===== src/rtl/iot_sensor_pkg.sv =====
// iot_sensor_pkg: sensor IDs, framer state encoding and the packet checksum helper
// shared across the sensor packet path.
package iot_sensor_pkg;

    localparam logic [1:0] SID_NONE   = 2'b00;
    localparam logic [1:0] SID_TEMP   = 2'b01;
    localparam logic [1:0] SID_HUM    = 2'b10;
    localparam logic [1:0] SID_MOTION = 2'b11;

    typedef enum logic [1:0] {ST_IDLE, ST_POP, ST_CAPTURE, ST_SEND} framer_state_t;

    function automatic logic [7:0] pkt_checksum(input logic [255:0] v, input int nbytes);
        logic [7:0] c;
        c = 8'h00;
        for (int i = 0; i < 32; i++)
            if (i < nbytes) c = c ^ v[i*8 +: 8];
        return c;
    endfunction

endpackage


===== src/rtl/sensor_packet_framer_checksum.sv =====
// pkt_checksum_calc: combinational byte-wise XOR over the packet body; a body that is
// not a whole number of bytes is zero-padded at the top.
module pkt_checksum_calc
    import iot_sensor_pkg::*;
#(
    parameter int W = 24
) (
    input  logic [W-1:0] i_data,
    output logic [7:0]   o_csum
);

    localparam int NB = (W + 7) / 8;

    assign o_csum = pkt_checksum(256'(i_data), NB);

endmodule


===== src/rtl/sensor_packet_framer.sv =====
// sensor_packet_framer: requests a sensor FIFO, pops the granted word and frames it into a
// checksummed packet on a valid/ready stream. FRAMER_TIMESTAMP_EN adds a capture timestamp.
module sensor_packet_framer
    import iot_sensor_pkg::*;
#(
    parameter int  DATA_W = 16,
    parameter int  SEQ_W  = 6,
    localparam int PKT_W  = 2 + SEQ_W + DATA_W + 8
) (
    input  logic              clk,
    input  logic              rst_n,
    output logic              temp_req,
    output logic              hum_req,
    output logic              motion_req,
    input  logic              temp_grant,
    input  logic              hum_grant,
    input  logic              motion_grant,
    input  logic              temp_fifo_empty,
    input  logic              hum_fifo_empty,
    input  logic              motion_fifo_empty,
    output logic              temp_rd_en,
    output logic              hum_rd_en,
    output logic              motion_rd_en,
    input  logic [DATA_W-1:0] temp_rd_data,
    input  logic [DATA_W-1:0] hum_rd_data,
    input  logic [DATA_W-1:0] motion_rd_data,
    output logic [PKT_W-1:0]  pkt_data,
    output logic              pkt_valid,
    input  logic              pkt_ready,
    output logic              busy,
    output logic              err_sticky,
    input  logic              err_clr
`ifdef FRAMER_TIMESTAMP_EN
    ,
    output logic [15:0]       pkt_ts
`endif
);

    framer_state_t      r_state;
    logic [1:0]         r_src;
    logic [SEQ_W-1:0]   r_seq;
    logic [PKT_W-1:0]   r_pkt;
    logic               r_err;

    logic               w_idle;
    logic               w_grant_any;
    logic               w_grant_multi;
    logic [1:0]         w_grant_id;
    logic               w_src_empty;
    logic [DATA_W-1:0]  w_rd_data;
    logic               w_pop;
    logic               w_err_set;
    logic [PKT_W-9:0]   w_body;
    logic [7:0]         w_csum;

    assign w_idle     = (r_state == ST_IDLE);
    assign temp_req   = w_idle & ~temp_fifo_empty;
    assign hum_req    = w_idle & ~hum_fifo_empty;
    assign motion_req = w_idle & ~motion_fifo_empty;

    // Simultaneous grants are an arbiter fault; resolve motion > temp > hum and flag it
    assign w_grant_any   = temp_grant | hum_grant | motion_grant;
    assign w_grant_multi = (temp_grant & hum_grant) | (temp_grant & motion_grant) | (hum_grant & motion_grant);
    assign w_grant_id    = motion_grant ? SID_MOTION : temp_grant ? SID_TEMP : hum_grant ? SID_HUM : SID_NONE;

    always_comb begin
        w_src_empty = (r_src == SID_TEMP) ? temp_fifo_empty :
                      (r_src == SID_HUM)  ? hum_fifo_empty  :
                      (r_src == SID_MOTION) ? motion_fifo_empty : 1'b1;
        w_rd_data   = (r_src == SID_TEMP) ? temp_rd_data :
                      (r_src == SID_HUM)  ? hum_rd_data  :
                      (r_src == SID_MOTION) ? motion_rd_data : '0;
    end

    assign w_pop        = (r_state == ST_POP) & ~w_src_empty;
    assign temp_rd_en   = w_pop & (r_src == SID_TEMP);
    assign hum_rd_en    = w_pop & (r_src == SID_HUM);
    assign motion_rd_en = w_pop & (r_src == SID_MOTION);
    assign w_err_set    = (w_idle & w_grant_multi) | ((r_state == ST_POP) & w_src_empty);
    assign w_body       = {r_src, r_seq, w_rd_data};

    pkt_checksum_calc #(.W(PKT_W - 8)) u_csum (
        .i_data (w_body),
        .o_csum (w_csum)
    );

    always_ff @(posedge clk or negedge rst_n) begin
        if (!rst_n) begin
            r_state <= ST_IDLE;
            r_src   <= SID_NONE;
            r_seq   <= '0;
            r_pkt   <= '0;
            r_err   <= 1'b0;
        end else begin
            r_err <= err_clr ? 1'b0 : (r_err | w_err_set);
            case (r_state)
                ST_IDLE: if (w_grant_any) begin
                    r_src   <= w_grant_id;
                    r_state <= ST_POP;
                end
                ST_POP: r_state <= w_src_empty ? ST_IDLE : ST_CAPTURE;
                ST_CAPTURE: begin
                    r_pkt   <= {w_body, w_csum};
                    r_state <= ST_SEND;
                end
                ST_SEND: if (pkt_ready) begin
                    r_seq   <= r_seq + 1'b1;
                    r_state <= ST_IDLE;
                end
                default: r_state <= ST_IDLE;
            endcase
        end
    end

    assign pkt_data   = r_pkt;
    assign pkt_valid  = (r_state == ST_SEND);
    assign busy       = ~w_idle;
    assign err_sticky = r_err;

`ifdef FRAMER_TIMESTAMP_EN
    logic [15:0] r_cyc;
    logic [15:0] r_ts;

    always_ff @(posedge clk or negedge rst_n) begin
        if (!rst_n) begin
            r_cyc <= '0;
            r_ts  <= '0;
        end else begin
            r_cyc <= r_cyc + 1'b1;
            if (r_state == ST_CAPTURE) r_ts <= r_cyc;
        end
    end

    assign pkt_ts = r_ts;
`endif

endmodule

===== config.mk =====
export PLATFORM = sky130hd
export DESIGN_NAME = sensor_packet_framer
export DESIGN_NICKNAME = d
export VERILOG_FILES = /design/src/rtl/iot_sensor_pkg.sv /design/src/rtl/sensor_packet_framer_checksum.sv /design/src/rtl/sensor_packet_framer.sv
export SDC_FILE = /design/constraint.sdc
export NUM_CORES = 1
export LEC_CHECK = 0
export ABC_AREA = 1
export BUFFER_PORTS_ARGS = -buffer_cell sky130_fd_sc_hd__buf_2
export CORE_ASPECT_RATIO = 0.9
export CORE_MARGIN = 2
export CORE_UTILIZATION = 45
export DETAILED_ROUTE_END_ITERATION = 10
export GPL_TIMING_DRIVEN = 0
export PLACE_DENSITY = 0.76
export SLEW_MARGIN = 20
export SYNTH_ARGS = -nofsm -noshare
export SYNTH_HDL_FRONTEND = slang
export SYNTH_SLANG_ARGS = --single-unit

===== constraint.sdc =====
create_clock -name clk -period 2 [get_ports clk]
set_input_delay 0.3 -clock clk [delete_from_list [all_inputs] [get_ports clk]]
set_output_delay 0.3 -clock clk [all_outputs]
set_load 0.01 [all_outputs]

==> key figures, run 1 <==
STA
  • Final critical delay including setup and external delays: 1.87 ns
  • Final sum of negative setup slack: 0 ns
  • Final setup violation count: 0
  • Unrepaired setup endpoints after global routing: yes
  • Normalized max-slew margin: 36.6%
  • Slew Viols, Final: 0
  • Hold Violations, Final: 0
  • Clk_skew: 0.00903 ns
  • Worst-margin pin slew: 0.951 ns
  • Final worst-path setup slack: 0.128 ns
  • Period Utilization, post-route: 93.6%
  • Fmax: 534 MHz

CTS
  • TritonCTS clock tree: yes
  • Clk buf depth: 2
  • Clock latency reported for the late side of the worst-skew pair: 0.30 ns
  • CTS Root Buffer Type: clkbuf_8
  • Clock buffers created by TritonCTS: 5
  • Register clock-pin slew on the reported worst setup and hold paths: 0.09 ns
  • Number of instances resized during post-cts repair: 0
  • H-tree depth: 2
  • Post-CTS Setup Repair Bufs: 0
  • Sink Count: 43
  • Hold-fix buffers, CTS: 0

Yosys
  • Total of flip-flops plus latches after synthesis: 43
  • Largest family of logic cells by synthesized area: simple AND/OR/NAND/NOR gates
  • Count of synthesis-stage warnings from yosys: 0
  • Cells taking the most area after synthesis: dfrtp_1 43%, nand2_1 18%, nand3_1 9.7%
  • Mean area per synthesized cell: 7.68 um2
  • Most common cell in the synthesized netlist: nand2_1
  • Top cell type's share of synthesized area: 43.2%
  • Post-Syn Instances: 324
  • Synth Area in Compound Gates: 6.74%
  • Synthesized netlist net count: 383
  • Proportion of synthesized chip area in sequential cells: 43.2%
  • Share of flip-flops with an asynchronous set or reset after synthesis: 100%
  • Post-synthesis xor/xnor area fraction: 1.76%
  • Most area-hungry cell type in the Yosys netlist: dfrtp_1
  • Top flip-flop cell by instance count after synthesis: dfrtp_1
  • Synth cell count leaders: 118 x nand2_1, 48 x nand3_1, 43 x dfrtp_1, 19 x nand4_1
  • Synthesized cell area: 2490 um2
  • Proportion of synthesized area in mux cells: 0%
  • Number of unique standard cell types used by synthesis: 28
  • Post-synthesis simple-gate area fraction: 39.6%
  • Post-synthesis share of cell area spent on full adders, half adders and majority gates: 0.503%
  • Post-synth EDFFs: 0

Final layout
  • Count of nets after finishing: 488
  • Number of fill cells: 528
  • Layout area overhead: 28.0%
  • Final design utilization: 60.3%
  • Summed area of non-filler cells in the final layout: 3190 um2
  • Count of antenna diodes in the layout: 0
  • Fraction of layout cells with a size suffix above 1: 32.8%

Place
  • Number of input and output port buffers inserted: 98
  • Worst setup slack after placement: 0.426 ns
  • Sum of net half-perimeters after detailed placement: 5290 um
  • Area after DPL: 3060 um2
  • Placer's final routability congestion estimate: 0.888

Setup path
  • Type of element capturing the critical path: output pin
  • CP Capture Point: hum_rd_en
  • Kind of critical path: flip-flop to output pin
  • Internal reg-to-reg setup slack: 0.56 ns
  • Worst Path Required: 1.70 ns
  • Endpoint of the lowest-slack register-to-register path: pkt_data[3]$_DFFE_PN0P_
  • Reg2Reg Launch Point: r_src[1]$_DFFE_PN0P_
  • FF-to-FF path depth: 8
  • Critical Path Start: r_src[1]$_DFFE_PN0P_
  • Arrival time reported for the critical path endpoint: 1.57 ns
  • Startpoint Class: flip-flop
  • Highest fanout seen on the critical path: 10

Floorplan
  • Core area: 5290 um2
  • Number of top-level pins: 99
  • Starting Density: 47.1%
  • Total number of placement rows: 25
  • Die Span X: 82.4 um
  • Die height: 74.6 um
  • Die area: 6140 um2

Pwr
  • Peak supply drop: 0.837 mV
  • Total Power Consumption: 5350 uW
  • Leakage component of the power: 0.00177 uW
  • Power per unit of standard cell area: 1680 nW/um2

Routing
  • DRT antenna net count: 0
  • Number of detailed-route iterations in the first pass: 5
  • DRC violations left: 0
  • Via count: 2632
  • Number of DRC markers after the initial detailed-route iteration: 190
  • Vias per cell: 5.30
  • Overall routed net length: 7130 um
  • Routed wire length per instance: 14.3 um

Flow run
  • Max-cap viol count: 0

Global routing
  • Antenna violations before repair: 0
  • Pin count of the biggest net entering global routing: 44
  • Global-route wire length before repair: 11300 um
  • Number of global-route vias before repair: 2422
  • Total track usage: 24.5%
  • Overflow after GRT: 0

Min path
  • Worst hold path type: input pin to asynchronous set/reset pin

Run status
  • Run status: finished clean
## final cells by class
cell class,instances,area [um2],share of cell area [%]
multi-input cells,247,1210,38.1
flip-flops and latches,43,1080,33.8
repair buffers,98,490,15.4
plain buffers,13,121,3.81
well taps,67,83.8,2.63
clock buffers,6,82.6,2.59
inverters,21,81.3,2.55
clock inverters,2,35.0,1.10
## state kept, by name, indices dropped and copies added (netlist names), named ones only
name        flops
r_state         1
err_sticky      1
r_seq           6
pkt_data       32
r_src           2
## layer usage
| layer | share of wire [%] | GRT usage (%) | vias to the layer above |
|---|---|---|---|
| met1 | 44 | 32.9 | 1197 |
| li1 | - | - | 1289 |
| met4 | 1.9 | 9.26 | 0 |
| met3 | 7.2 | 4.13 | 17 |
| met5 | 0 | 0 | - |
| met2 | 47 | 39.8 | 129 |
## critical path: stages, from the launching register on
cell and delay (ns):
dfrtp_1 0.38, buf_6 0.15, nand2_1 0.10, inv_2 0.11
nand2_1 0.09, nand4_1 0.16, nor3_2 0.14, buf_2 0.15
## cell families after synthesis
kind of cell	count (synthesis)
AOI/OAI and AO/OA	26
xor gates and xnor gates	5
adders and majority gates	1
buffers and inverters	34
DFF	43
and+or+nand+nor	215
## per-stage QoR
step / instances / hold WS, ns
floorplan: 324 / 0.00441
global placement: 489 / 0.458
detailed placement: 489 / 0.457
CTS: 497 / 0.145
global route: 497 / 0.161
finish: 497 / 0.143
## power breakdown
part           switching, uW  leakage (uW)  total [uW]  internal (uW)
Sequential               279      0.000510        1580           1300
Clock                    299     0.0000612         704            404
Combinational           1880       0.00120        3070           1190
## worst min path at each step
stage / cells past startpoint / endpoint / from
final: 1 / pkt_data[31]$_DFFE_PN0P_ / rst_n
after global routing: 2 / err_sticky$_DFF_PN0_ / err_clr
after CTS: 2 / err_sticky$_DFF_PN0_ / err_clr
after detailed placement: 2 / err_sticky$_DFF_PN0_ / err_clr
after global placement: 2 / err_sticky$_DFF_PN0_ / err_clr
after floorplan: 0 / asynchronous set/reset pin / rst_n
## cells in the final DEF, fill, tap and decap left out, drive strengths merged
| cell type | Yosys | routed |
|---|---|---|
| nor3 | 1 | 1 |
| o21ai | 12 | 12 |
| nand4 | 19 | 19 |
| nand3b | 1 | 1 |
| clkbuf | 1 | 7 |
| nand3 | 53 | 53 |
| nor2 | 18 | 18 |
| ha | 1 | 1 |
| buf | 12 | 110 |
| a41oi | 2 | 2 |
| dfrtp | 43 | 43 |
| o21a | 9 | 9 |
| or2 | 1 | 1 |
| nand2 | 122 | 122 |
| clkinv | 0 | 1 |
| inv | 21 | 21 |
| a21oi | 3 | 3 |
| bufinv | 0 | 1 |
| xor2 | 5 | 5 |
No activity file was read; power rests on OpenSTA's default activity.
==> inputs of run 2 (changes only) <==
--- a/config.mk
+++ b/config.mk
@@ -13,6 +13,7 @@
 export DETAILED_ROUTE_END_ITERATION = 10
 export GPL_TIMING_DRIVEN = 0
 export PLACE_DENSITY = 0.76
+export RECOVER_POWER = 100
 export SLEW_MARGIN = 20
 export SYNTH_ARGS = -nofsm -noshare
 export SYNTH_HDL_FRONTEND = slang
==> run 2 against run 1 <==
Flip-flop and latch count unchanged. Sequential share of layout area up 0.66 points. Non-clock buffer count unchanged. Core utilization down 1.2 points. Final area down 1.9%. Critical path type unchanged. Sequential power about the same. Setup slack better by 0.0041 ns. Register-to-register slack worse by 0.16 ns. Routed wire length up 0.98%. Clock skew down 0.0034 ns. Combinational power down 4%. Cell count unchanged.
==> key figures, run 2 (synthesized netlist as in run 1, its figures left out) <==
Routing
  • Met3 wire length: 589 um
  • Via count: 2643
  • Number of DRC markers after the initial detailed-route iteration: 191
  • Overall routed net length: 7200 um
  • Vias per cell: 5.32
  • DRT antenna net count: 0
  • DRC violations left: 0
  • Highest metal layer with signal wires: met4
  • Number of detailed-route iterations in the first pass: 5
  • Routed wire length per instance: 14.5 um
  • Metal-1 WL: 3140 um
  • Met2 WL: 3400 um

Global routing
  • Overflow after GRT: 0
  • Number of global-route vias before repair: 2422
  • Pin count of the biggest net entering global routing: 44
  • Antenna violations before repair: 0
  • Global-route wire length before repair: 11300 um
  • Total track usage: 24.5%

STA
  • Unrepaired setup endpoints after global routing: yes
  • Fin Hold WS: 0.151 ns
  • Final critical delay including setup and external delays: 1.87 ns
  • Final sum of negative setup slack: 0 ns
  • Fmax: 535 MHz
  • Normalized max-slew margin: 28.1%
  • Slew Viols, Final: 0
  • Clk_skew: 0.00562 ns
  • Final worst-path setup slack: 0.132 ns
  • Hold Violations, Final: 0
  • Final setup violation count: 0
  • Worst-margin pin slew: 1.08 ns
  • Period Utilization, post-route: 93.4%

Final layout
  • Count of antenna diodes in the layout: 0
  • Largest register FFs: 32
  • Fraction of layout cells with a size suffix above 1: 23.5%
  • Count of nets after finishing: 488
  • Top library cells by usage in the layout, fill and taps aside: 119 x nand2_1, 65 x buf_2, 48 x nand3_1
  • Layout area overhead: 25.5%
  • Number of fill cells: 549
  • Commonest non-fill, non-tap cell in the layout: nand2_1

CTS
  • CTS Root Buffer Type: clkbuf_8
  • H-tree depth: 2
  • Hold-fix buffers, CTS: 0
  • Post-CTS Setup Repair Bufs: 0
  • TritonCTS clock tree: yes
  • Clk buf depth: 2
  • Register clock-pin slew on the reported worst setup and hold paths: 0.08 ns
  • Sink Count: 43
  • Clock buffers created by TritonCTS: 5
  • Clock latency reported for the late side of the worst-skew pair: 0.30 ns

Setup path
  • Worst path slowest cell: dfrtp_1
  • Cell type with the highest occurrence count on the critical path: buf_6
  • Slowest Stage Delay on Critical Path: 0.35 ns
  • Startpoint Class: flip-flop
  • Arrival time reported for the critical path endpoint: 1.57 ns
  • Cells traversed along the worst timing path: buf_6 -> inv_2 -> buf_6 -> o21ai_2 -> nand4_1 -> nor3_2 -> buf_2
  • Worst Path Required: 1.70 ns
  • CP bufs+invs: 4
  • Highest fanout seen on the critical path: 10
  • Type of element capturing the critical path: output pin
  • Kind of critical path: flip-flop to output pin
  • Kind of cell adding the most delay to the critical path: buffers and inverters

Floorplan
  • Starting Density: 47.1%
  • Die height: 74.6 um
  • Die Span X: 82.4 um
  • Die area: 6140 um2
  • Number of top-level pins: 99
  • Total number of placement rows: 25
  • Core area: 5290 um2

Pwr
  • Power per unit of standard cell area: 1680 nW/um2
  • Leakage component of the power: 0.00166 uW
  • Peak supply drop: 0.821 mV

Place
  • Sum of net half-perimeters after detailed placement: 5290 um
  • Worst setup slack after placement: 0.426 ns
  • Number of input and output port buffers inserted: 98
  • Placer's final routability congestion estimate: 0.888

Flow run
  • Max-cap viol count: 0

Min path
  • Worst hold path type: input pin to flip-flop

Run status
  • Run status: finished clean
[run 2: cell types whose count changed in the layout (fill, tap and decap cells not counted), moves of 3 or more]
| cell | before | now |
|---|---|---|
| buf_2 | 100 | 65 |
| clkbuf_1 | 0 | 36 |
| inv_1 | 15 | 18 |
| inv_2 | 5 | 2 |
[run 2: worst register-to-register path: stages, from the launching register on]
cell	delay, ns
dfrtp_1	0.42
inv_1	0.14
nor2_4	0.06
inv_1	0.29
clkbuf_1	0.45
nand2_1	0.10
nand2_1	0.09
[run 2: what timing repair did]
item,CTS,global route
setup endpoints to repair,0,1
hold endpoints to repair,0,0
gates resized for setup,0,1
[run 2: cell type report]
type                            instances  area (um2)  share of cell area [%]
Sequential cell                        43        1080                    34.4
Clock inverter                          2        35.0                    1.12
Timing Repair Buffer                   98         449                    14.4
Tap cell                               67        83.8                    2.68
Clock buffer                            6        82.6                    2.64
Inverter                               21        81.3                    2.60
Buffer                                 13         109                    3.48
Multi-Input combinational cell        247        1210                    38.6
[run 2: through the flow]
stage / cell area, um2 / power, uW / utilization, % / cells
4_1_cts: 3180 / 5350 / 60.2 / 497
3_3_place_gp: 3060 / 4540 / 57.9 / 489
5_1_grt: 3120 / 5710 / 59.1 / 497
6_report: 3120 / 5240 / 59.1 / 497
3_5_place_dp: 3060 / 4630 / 57.9 / 489
2_1_floorplan: 2490 / 3640 / - / 324
[run 2: where the power goes]
group	total [uW]	internal, uW	leakage (uW)	switching (uW)
logic	2950	1070	0.00109	1870
clock network	707	404	0.0000612	302
registers	1590	1300	0.000510	288
[run 2: path summary, 6_finish.rpt]
path	from	endpoint	slack (ns)	depth (start not counted)
min reg2reg	pkt_data[19]$_DFFE_PN0P_	pkt_data[19]$_DFFE_PN0P_	0.48	2
min in group asynchronous	rst_n	pkt_data[31]$_DFFE_PN0P_	0.19	1
max	r_src[1]$_DFFE_PN0P_	hum_rd_en	0.13	7
max reg2reg	flip-flop	pkt_data[8]$_DFFE_PN0P_	0.40	6
max in group asynchronous	rst_n	pkt_data[8]$_DFFE_PN0P_	1.15	1
min	err_clr	err_sticky$_DFF_PN0_	0.15	2
[run 2: layer usage]
layer,track usage (%),vias to the layer above
li1,-,1288
met1,32.9,1215
met2,39.8,132
met3,4.13,8
met4,9.26,0
met5,0,-
